`src/rtl/lpm_mux_reg_n_if.sv`:
```
// Request/readback bundle of the registered N:1 read-data mux.
// The master side issues requests and consumes words; the slave side is the mux.
interface lpm_mux_reg_n_if #(
    parameter int WIDTH    = 8,
    parameter int CHANNELS = 4,
    parameter int SEL_W    = 2
);
    logic [CHANNELS*WIDTH-1:0] data_in;
    logic [SEL_W-1:0]          sel;
    logic                      mode;
    logic                      req_valid;
    logic                      req_ready;
    logic [WIDTH-1:0]          out_data;
    logic [SEL_W-1:0]          out_ch;
    logic                      out_err;
    logic                      out_valid;
    logic                      out_ready;

    modport master (
        output data_in, sel, mode, req_valid, out_ready,
        input  req_ready, out_data, out_ch, out_err, out_valid
    );

    modport slave (
        input  data_in, sel, mode, req_valid, out_ready,
        output req_ready, out_data, out_ch, out_err, out_valid
    );
endinterface

```
`src/rtl/lpm_mux_reg_n.sv`:
```
// Registered N:1 read-data mux with direct-select and auto-scan modes.
// Latency 1: a word loaded on an accept edge is valid the next cycle.
// Backpressure: req_ready = !out_valid | out_ready; a held word stays frozen until taken.
module lpm_mux_reg_n #(
    parameter int WIDTH    = 8,
    parameter int CHANNELS = 4,
    parameter int SEL_W    = 2
) (
    input  logic           clk,
    input  logic           reset,
    lpm_mux_reg_n_if.slave bus
);
    typedef enum logic {ST_DIRECT, ST_SCAN} state_t;

    localparam logic [SEL_W-1:0] LAST_CH = SEL_W'(CHANNELS - 1);

    state_t           state_q, state_d;
    logic [SEL_W-1:0] scan_ch_q, scan_ch_d;
    logic [WIDTH-1:0] out_data_q, out_data_d;
    logic [SEL_W-1:0] out_ch_q, out_ch_d;
    logic             out_err_q, out_err_d;
    logic             out_valid_q, out_valid_d;

    logic             slot;
    logic             load;
    logic             load_err;
    logic [SEL_W-1:0] load_idx;
    logic [WIDTH-1:0] load_word;
    logic             sel_oob;

    assign slot    = !out_valid_q || bus.out_ready;
    assign sel_oob = (int'(bus.sel) >= CHANNELS);

    always_comb begin
        load_word = '0;
        for (int k = 0; k < CHANNELS; k++) begin
            if (load_idx == SEL_W'(k)) begin
                load_word = bus.data_in[k*WIDTH +: WIDTH];
            end
        end
    end

    always_comb begin
        state_d     = bus.mode ? ST_SCAN : ST_DIRECT;
        scan_ch_d   = scan_ch_q;
        out_data_d  = out_data_q;
        out_ch_d    = out_ch_q;
        out_err_d   = out_err_q;
        out_valid_d = out_valid_q;
        load        = 1'b0;
        load_idx    = scan_ch_q;
        load_err    = 1'b0;

        case (state_q)
            ST_DIRECT: begin
                load_idx = bus.sel;
                load_err = sel_oob;
                // Entering scan spends one idle cycle so the first scan word is always ch0.
                if (bus.mode) begin
                    scan_ch_d = '0;
                end else begin
                    load = bus.req_valid && slot;
                end
            end
            ST_SCAN: begin
                load = slot;
                if (slot) begin
                    scan_ch_d = (scan_ch_q == LAST_CH) ? '0 : scan_ch_q + SEL_W'(1);
                end
            end
            default: begin
            end
        endcase

        if (load) begin
            out_valid_d = 1'b1;
            out_data_d  = load_err ? '0 : load_word;
            out_ch_d    = load_idx;
            out_err_d   = load_err;
        end else if (bus.out_ready) begin
            out_valid_d = 1'b0;
        end
    end

    always_ff @(posedge clk) begin
        if (reset) begin
            state_q     <= ST_DIRECT;
            scan_ch_q   <= '0;
            out_data_q  <= '0;
            out_ch_q    <= '0;
            out_err_q   <= 1'b0;
            out_valid_q <= 1'b0;
        end else begin
            state_q     <= state_d;
            scan_ch_q   <= scan_ch_d;
            out_data_q  <= out_data_d;
            out_ch_q    <= out_ch_d;
            out_err_q   <= out_err_d;
            out_valid_q <= out_valid_d;
        end
    end

    assign bus.req_ready = slot;
    assign bus.out_data  = out_data_q;
    assign bus.out_ch    = out_ch_q;
    assign bus.out_err   = out_err_q;
    assign bus.out_valid = out_valid_q;
endmodule

```
`src/flat_wrapper.sv`:
```
// flat-port wrapper written by rule: the top's interface ports become plain ports
module lpm_mux_reg_n_flat 
#(
    parameter int WIDTH    = 8,
    parameter int CHANNELS = 4,
    parameter int SEL_W    = 2
)
  (clk, reset, bus_data_in, bus_sel, bus_mode, bus_req_valid, bus_out_ready, bus_req_ready, bus_out_data, bus_out_ch, bus_out_err, bus_out_valid);
  lpm_mux_reg_n_if #(.WIDTH(WIDTH), .CHANNELS(CHANNELS), .SEL_W(SEL_W)) bus_i ();
  input  logic clk;
  input  logic reset;
  input wire logic [$bits(bus_i.data_in)-1:0] bus_data_in;
  input wire logic [$bits(bus_i.sel)-1:0] bus_sel;
  input wire logic [$bits(bus_i.mode)-1:0] bus_mode;
  input wire logic [$bits(bus_i.req_valid)-1:0] bus_req_valid;
  input wire logic [$bits(bus_i.out_ready)-1:0] bus_out_ready;
  output wire logic [$bits(bus_i.req_ready)-1:0] bus_req_ready;
  output wire logic [$bits(bus_i.out_data)-1:0] bus_out_data;
  output wire logic [$bits(bus_i.out_ch)-1:0] bus_out_ch;
  output wire logic [$bits(bus_i.out_err)-1:0] bus_out_err;
  output wire logic [$bits(bus_i.out_valid)-1:0] bus_out_valid;
  assign bus_i.data_in = bus_data_in;
  assign bus_i.sel = bus_sel;
  assign bus_i.mode = bus_mode;
  assign bus_i.req_valid = bus_req_valid;
  assign bus_i.out_ready = bus_out_ready;
  assign bus_req_ready = bus_i.req_ready;
  assign bus_out_data = bus_i.out_data;
  assign bus_out_ch = bus_i.out_ch;
  assign bus_out_err = bus_i.out_err;
  assign bus_out_valid = bus_i.out_valid;
  lpm_mux_reg_n #(.WIDTH(WIDTH), .CHANNELS(CHANNELS), .SEL_W(SEL_W)) u_core (.clk(clk), .reset(reset), .bus(bus_i));
endmodule
```
`config.mk`:
```
export PLATFORM = sky130hd
export DESIGN_NAME = lpm_mux_reg_n_flat
export DESIGN_NICKNAME = d
export VERILOG_FILES = /design/src/rtl/lpm_mux_reg_n_if.sv /design/src/rtl/lpm_mux_reg_n.sv /design/src/flat_wrapper.sv
export SDC_FILE = /design/constraint.sdc
export NUM_CORES = 1
export LEC_CHECK = 0
export BUFFER_PORTS_ARGS = -buffer_cell sky130_fd_sc_hd__buf_2
export CORE_MARGIN = 2
export CORE_UTILIZATION = 43
export CTS_BUF_LIST = sky130_fd_sc_hd__clkbuf_8
export DETAILED_ROUTE_END_ITERATION = 10
export GPL_TIMING_DRIVEN = 1
export MAX_ROUTING_LAYER = met4
export PLACE_DENSITY = 0.81
export SLEW_MARGIN = 20
export SYNTH_ARGS = -nofsm -noshare
export SYNTH_HDL_FRONTEND = slang
export SYNTH_SLANG_ARGS = --single-unit
```
`constraint.sdc`:
```
create_clock -name clk -period 1.8 [get_ports clk]
set_input_delay 0.27 -clock clk [delete_from_list [all_inputs] [get_ports clk]]
set_output_delay 0.27 -clock clk [all_outputs]
set_load 0.05 [all_outputs]
```
# ---- Word level (Yosys, flattened, before mapping)
# Index checks and enable logic that the tools add are counted.
dict set report word_totals {
  reg_bits 14
  input_bits 39
}
dict set report classes {
  n_addsub 1
  eq_ne 6
  n_mux 14
  bitwise 1
  n_reduce_logical 6
}
# op n
set op_table {}
lappend op_table {{8-bit two-way mux} 4}
lappend op_table {{2-bit two-way mux} 4}
lappend op_table {{2-bit equality test (second input constant)} 3}
lappend op_table {{1-bit two-way mux} 4}
lappend op_table {{2-bit != test (second input constant)} 2}
lappend op_table {{2-bit one-hot mux with 2 select lines} 1}
lappend op_table {{2-bit by 1-bit adder with 2-bit output (second input constant)} 1}
lappend op_table {{2-bit by 1-bit equality test with 1-bit output (second input constant)} 1}
lappend op_table {{2-bit logical NOT} 1}
lappend op_table {{1-bit one-hot mux with 2 select lines} 1}
lappend op_table {{2-bit AND reduction} 1}
lappend op_table {{2-bit nonzero test} 1}
lappend op_table {{1-bit logical AND} 1}
lappend op_table {{1-bit logical NOT} 1}
lappend op_table {{1-bit logical OR} 1}
lappend op_table {{1-bit inverter} 1}

# ---- Longest topological paths before layout
dict set report logic_depth {
  ltp_word 6
  ltp_mapped 5
}

# ---- Worst setup path after synthesis
# No wires, ideal clock.
dict set report synth_path {
  path_kind {register to register}
  start {reg u_core.out_valid_q, in the netlist u_core.bus.out_valid}
  end {reg u_core.out_data_q[0], in the netlist u_core.bus.out_data[0]}
  setup_ns 0.083
  arrival_time_ns 1.660
  setup_slack_ns 0.057
  path_stages_with_launch 6
  path_buffers 1
  path_cell_list {dfxtp_1 -> nand2b_1 -> buf_2 -> o21ai_2 -> or3_4 -> o221ai_1}
}
dict set report synth_via {
  elab_chain_len 5
}
# item line_no
set synth_lines {}
lappend synth_lines {{start, declared} lpm_mux_reg_n.sv:22} ;# logic out_valid_q, out_valid_d;
lappend synth_lines {{start signal, assigned} lpm_mux_reg_n.sv:99} ;# out_valid_q <= out_valid_d;
lappend synth_lines {{1-bit logical NOT (*)} lpm_mux_reg_n.sv:31} ;# assign slot = !out_valid_q || bus.out_ready;
lappend synth_lines {{1-bit logical OR (*)} lpm_mux_reg_n.sv:31}
lappend synth_lines {{via bus_req_ready} flat_wrapper.sv:17} ;# output wire logic [$bits(bus_i.req_ready)-1:0] bus_req_ready;
lappend synth_lines {{1-bit logical AND} lpm_mux_reg_n.sv:62} ;# load = bus.req_valid && slot;
lappend synth_lines {{1-bit two-way mux} lpm_mux_reg_n.sv:59} ;# if (bus.mode) begin
lappend synth_lines {{1-bit one-hot mux with 2 select lines (*)} lpm_mux_reg_n.sv:54} ;# case (state_q)
lappend synth_lines {{end signal, assigned} lpm_mux_reg_n.sv:96} ;# out_data_q <= out_data_d;
lappend synth_lines {{end, declared} lpm_mux_reg_n.sv:19} ;# logic [WIDTH-1:0] out_data_q, out_data_d;
# The timed path passes the listed nets; every way through them passes the cells marked *.
# A chain may end at the register's enable or synchronous reset.

# ---- Final worst setup path
dict set report layout_path {
  start {reg u_core.state_q}
  end {reg u_core.out_data_q[3], in the netlist u_core.bus.out_data[3]}
}
dict set report layout_via {
  elab_chain_len 6
}
# item line_no
set layout_lines {}
lappend layout_lines {{start, declared} lpm_mux_reg_n.sv:17} ;# state_t state_q, state_d;
lappend layout_lines {{start signal, assigned} lpm_mux_reg_n.sv:94} ;# state_q <= state_d;
lappend layout_lines {{2-bit two-way mux} lpm_mux_reg_n.sv:54}
lappend layout_lines {{2-bit logical NOT} lpm_mux_reg_n.sv:37} ;# if (load_idx == SEL_W'(k)) begin
lappend layout_lines {{8-bit two-way mux (4 in series)} lpm_mux_reg_n.sv:37}
# Several ways; a longest one is shown, not always the timed one.

==> impl_metrics.ini <==
[critical_path]
critical_path_class = reg -> reg
cp.arrival_ns = 1.74
reg2reg_depth = 5
critPathMaxFanout = 9
register_to_register_setup_slack_ns = 0.17
worstReg2RegEnd = u_core.bus.out_data[3]
timing.critical_path.required_ns = 1.91
r2r-start = u_core.state_q
setup.worst_path.start_class = flip-flop
timing.critical_path.to_type = flip-flop

[die]
placeable_core_region_um2 = 1745
die_height_um = 47.12
horizontal_die_dimension_um = 47.12
number_of_top_level_pins = 52
start_util_pct = 45.81
num_rows = 15
floorplan.die_area_um2 = 2220

[sta]
drv_slew = 0
grt_setup_unrepaired = false
final_min_period_ns = 1.625
period_share_pct = 90.28
setup-violations-final = 0
setup_total_negative_slack_ns = 0
final_hold_viol_count = 0
maximum_achievable_frequency_mhz = 615.3
fin_skew_ns = 0.001520

[synthesis]
synth_seq_cells = 14
yosysTopAreaCellShare_pct = 35.05
synthesis.instances = 76
synth.yosys.warnings = 0
post_synth.cell_area_avg_um2 = 10.52
post_synth_num_cell_types = 25
yosysSeqAreaShare_pct = 35.05
yosysTopAreaCell = dfxtp_1
syn_area_um2 = 799.5
synthTopCellsByArea = dfxtp_1, mux2i_1, mux4_2, mux2i_4, nand3b_1
mappedNetlistNets = 115

[detailed_routing]
routed_wirelength_um = 1943
vias_per_cell = 5.059
routed-via-count = 774
drt.antenna.violating_nets = 0
firstDrtPassIters = 4
number_of_remaining_drc_errors = 0
wire_per_inst_um = 12.70
first_iter_violations = 8

[final_layout]
design.final.nets = 169
diodes = 0
final_common_cell = buf_2
syn_to_final_growth_pct = 39.75
post_route_cells_drive_above_1_share_pct = 53.13
commonest_cells_after_routing_fill_and_taps_aside = buf_2, dfxtp_1, mux2i_1

[clock_network]
clkSlewWorstSetupHoldPaths_ns = 0.06
cts_setup_buffers = 0
clk_path_buf_depth = 2
tritoncts = yes
cts_root_buffer = clkbuf_8
h-tree-depth = 1
clock_insertion_delay_worst_skew_ns = 0.24
cts.sinks = 14
number_of_buffers_inserted_during_clock_tree_synthesis = 3
postCtsHoldBufs = 0
cts_repair_resize_count = 0

[global_route]
largest_net_degree_at_the_start_of_global_routing = 17
gr-usage-all-layers_pct = 21.58
initial_antenna_violation_count = 0
overflow = 0
grt_first_pass_wirelength_um = 3125
via_count_of_the_first_global_routing_pass = 723

[hold_path]
hold_path.startpoint = bus_mode
min_path_type = in -> reg
hold_path_end = u_core.state_q
min_path_cells = 2

[placed_design]
hpwl_um = 1497
port-buffer-count = 50
gp_congestion = 0.7487

[power]
ir_worst_vdd_uv = 491.0
power_density_nw_per_um2 = 791.5
power.total_w = 0.0008843
p_leak_nw = 0.5404

[run]
drv_cap = 0

[status]
run_status = finished clean
-- Yosys cell counts, drive strengths merged --
master	n
nand2b	1
o21a	1
nor2b	2
o21ai	2
a21boi	1
conb	1
mux2i	12
nand3b	6
or3	1
nand2	6
a21oi	7
mux4	3
dfxtp	14
a211oi	3
nand4b	1
nor2	4
o221ai	5
inv	1
buf	5
-- per-layer routing --
layer	share of wire, %	GRT usage, %	vias to the layer above
li1	-	-	391
met1	45	26.48	342
met2	46	32.05	37
met3	6.7	3.462	4
met4	2.7	15.00	0
met5	0	-	-
-- worst max-delay path, stage by stage (launching register included) --
cell and delay, ns:
dfxtp_1 0.40, buf_4 0.21, mux2i_4 0.33, buf_4 0.21, mux2i_1 0.21, o221ai_1 0.14
-- power breakdown --
part	internal, W	total (W)	leakage [nW]	switching [W]
registers	0.000336	0.000352	0.115	0.0000156
clock network	0.000148	0.000252	0.0216	0.000104
logic	0.000110	0.000281	0.403	0.000170
-- cells by family after synthesis --
kind of cell	after synthesis	synth area share, %
other cells	1	0.4690
flops	14	35.05
mux	15	26.60
buf+inv	6	4.849
simple gates	21	15.18
compound gates	19	17.84
-- flip-flops by register name, indices dropped and copies added (netlist names) --
name	cells
u_core.bus.out_data	8
u_core.bus.out_ch	2
u_core.scan_ch_q	2
u_core.bus.out_valid	1
u_core.state_q	1
-- through the flow --
stage	worst slack, ns	hold WS, ns	cell area, um2	util, %	cells
final	0.1749	0.2805	1117	64.01	153
after global routing	0.09789	0.3018	1117	64.01	153
after CTS	0.1648	0.2736	1117	64.01	153
after detailed placement	0.1859	0.4591	1076	61.65	150
after global placement	0.2739	0.4542	1076	61.65	150
after floorplan	0.05727	0.3982	799.5	-	76
-- layout make-up --
| cell class | count | area (um2) |
|---|---|---|
| sequential | 14 | 280.3 |
| timing repair buffer | 54 | 280.3 |
| clock buffer | 3 | 41.29 |
| fill | 159 | 628.1 |
| tap | 25 | 31.28 |
| inverter | 1 | 3.754 |
| multi-input combinational | 56 | 480.5 |
-- worst max path at each step --
stage                               startpoint                endpoint  cells after the start
after CTS                       u_core.state_q  u_core.bus.out_data[3]                      5
after global routing            u_core.state_q  u_core.bus.out_data[4]                      4
after floorplan           u_core.bus.out_valid  u_core.bus.out_data[0]                      5
final                           u_core.state_q  u_core.bus.out_data[3]                      5
after global placement          u_core.state_q  u_core.bus.out_data[5]                      5
after detailed placement        u_core.state_q  u_core.bus.out_data[3]                      5
Power figures use the tool's default switching activity.
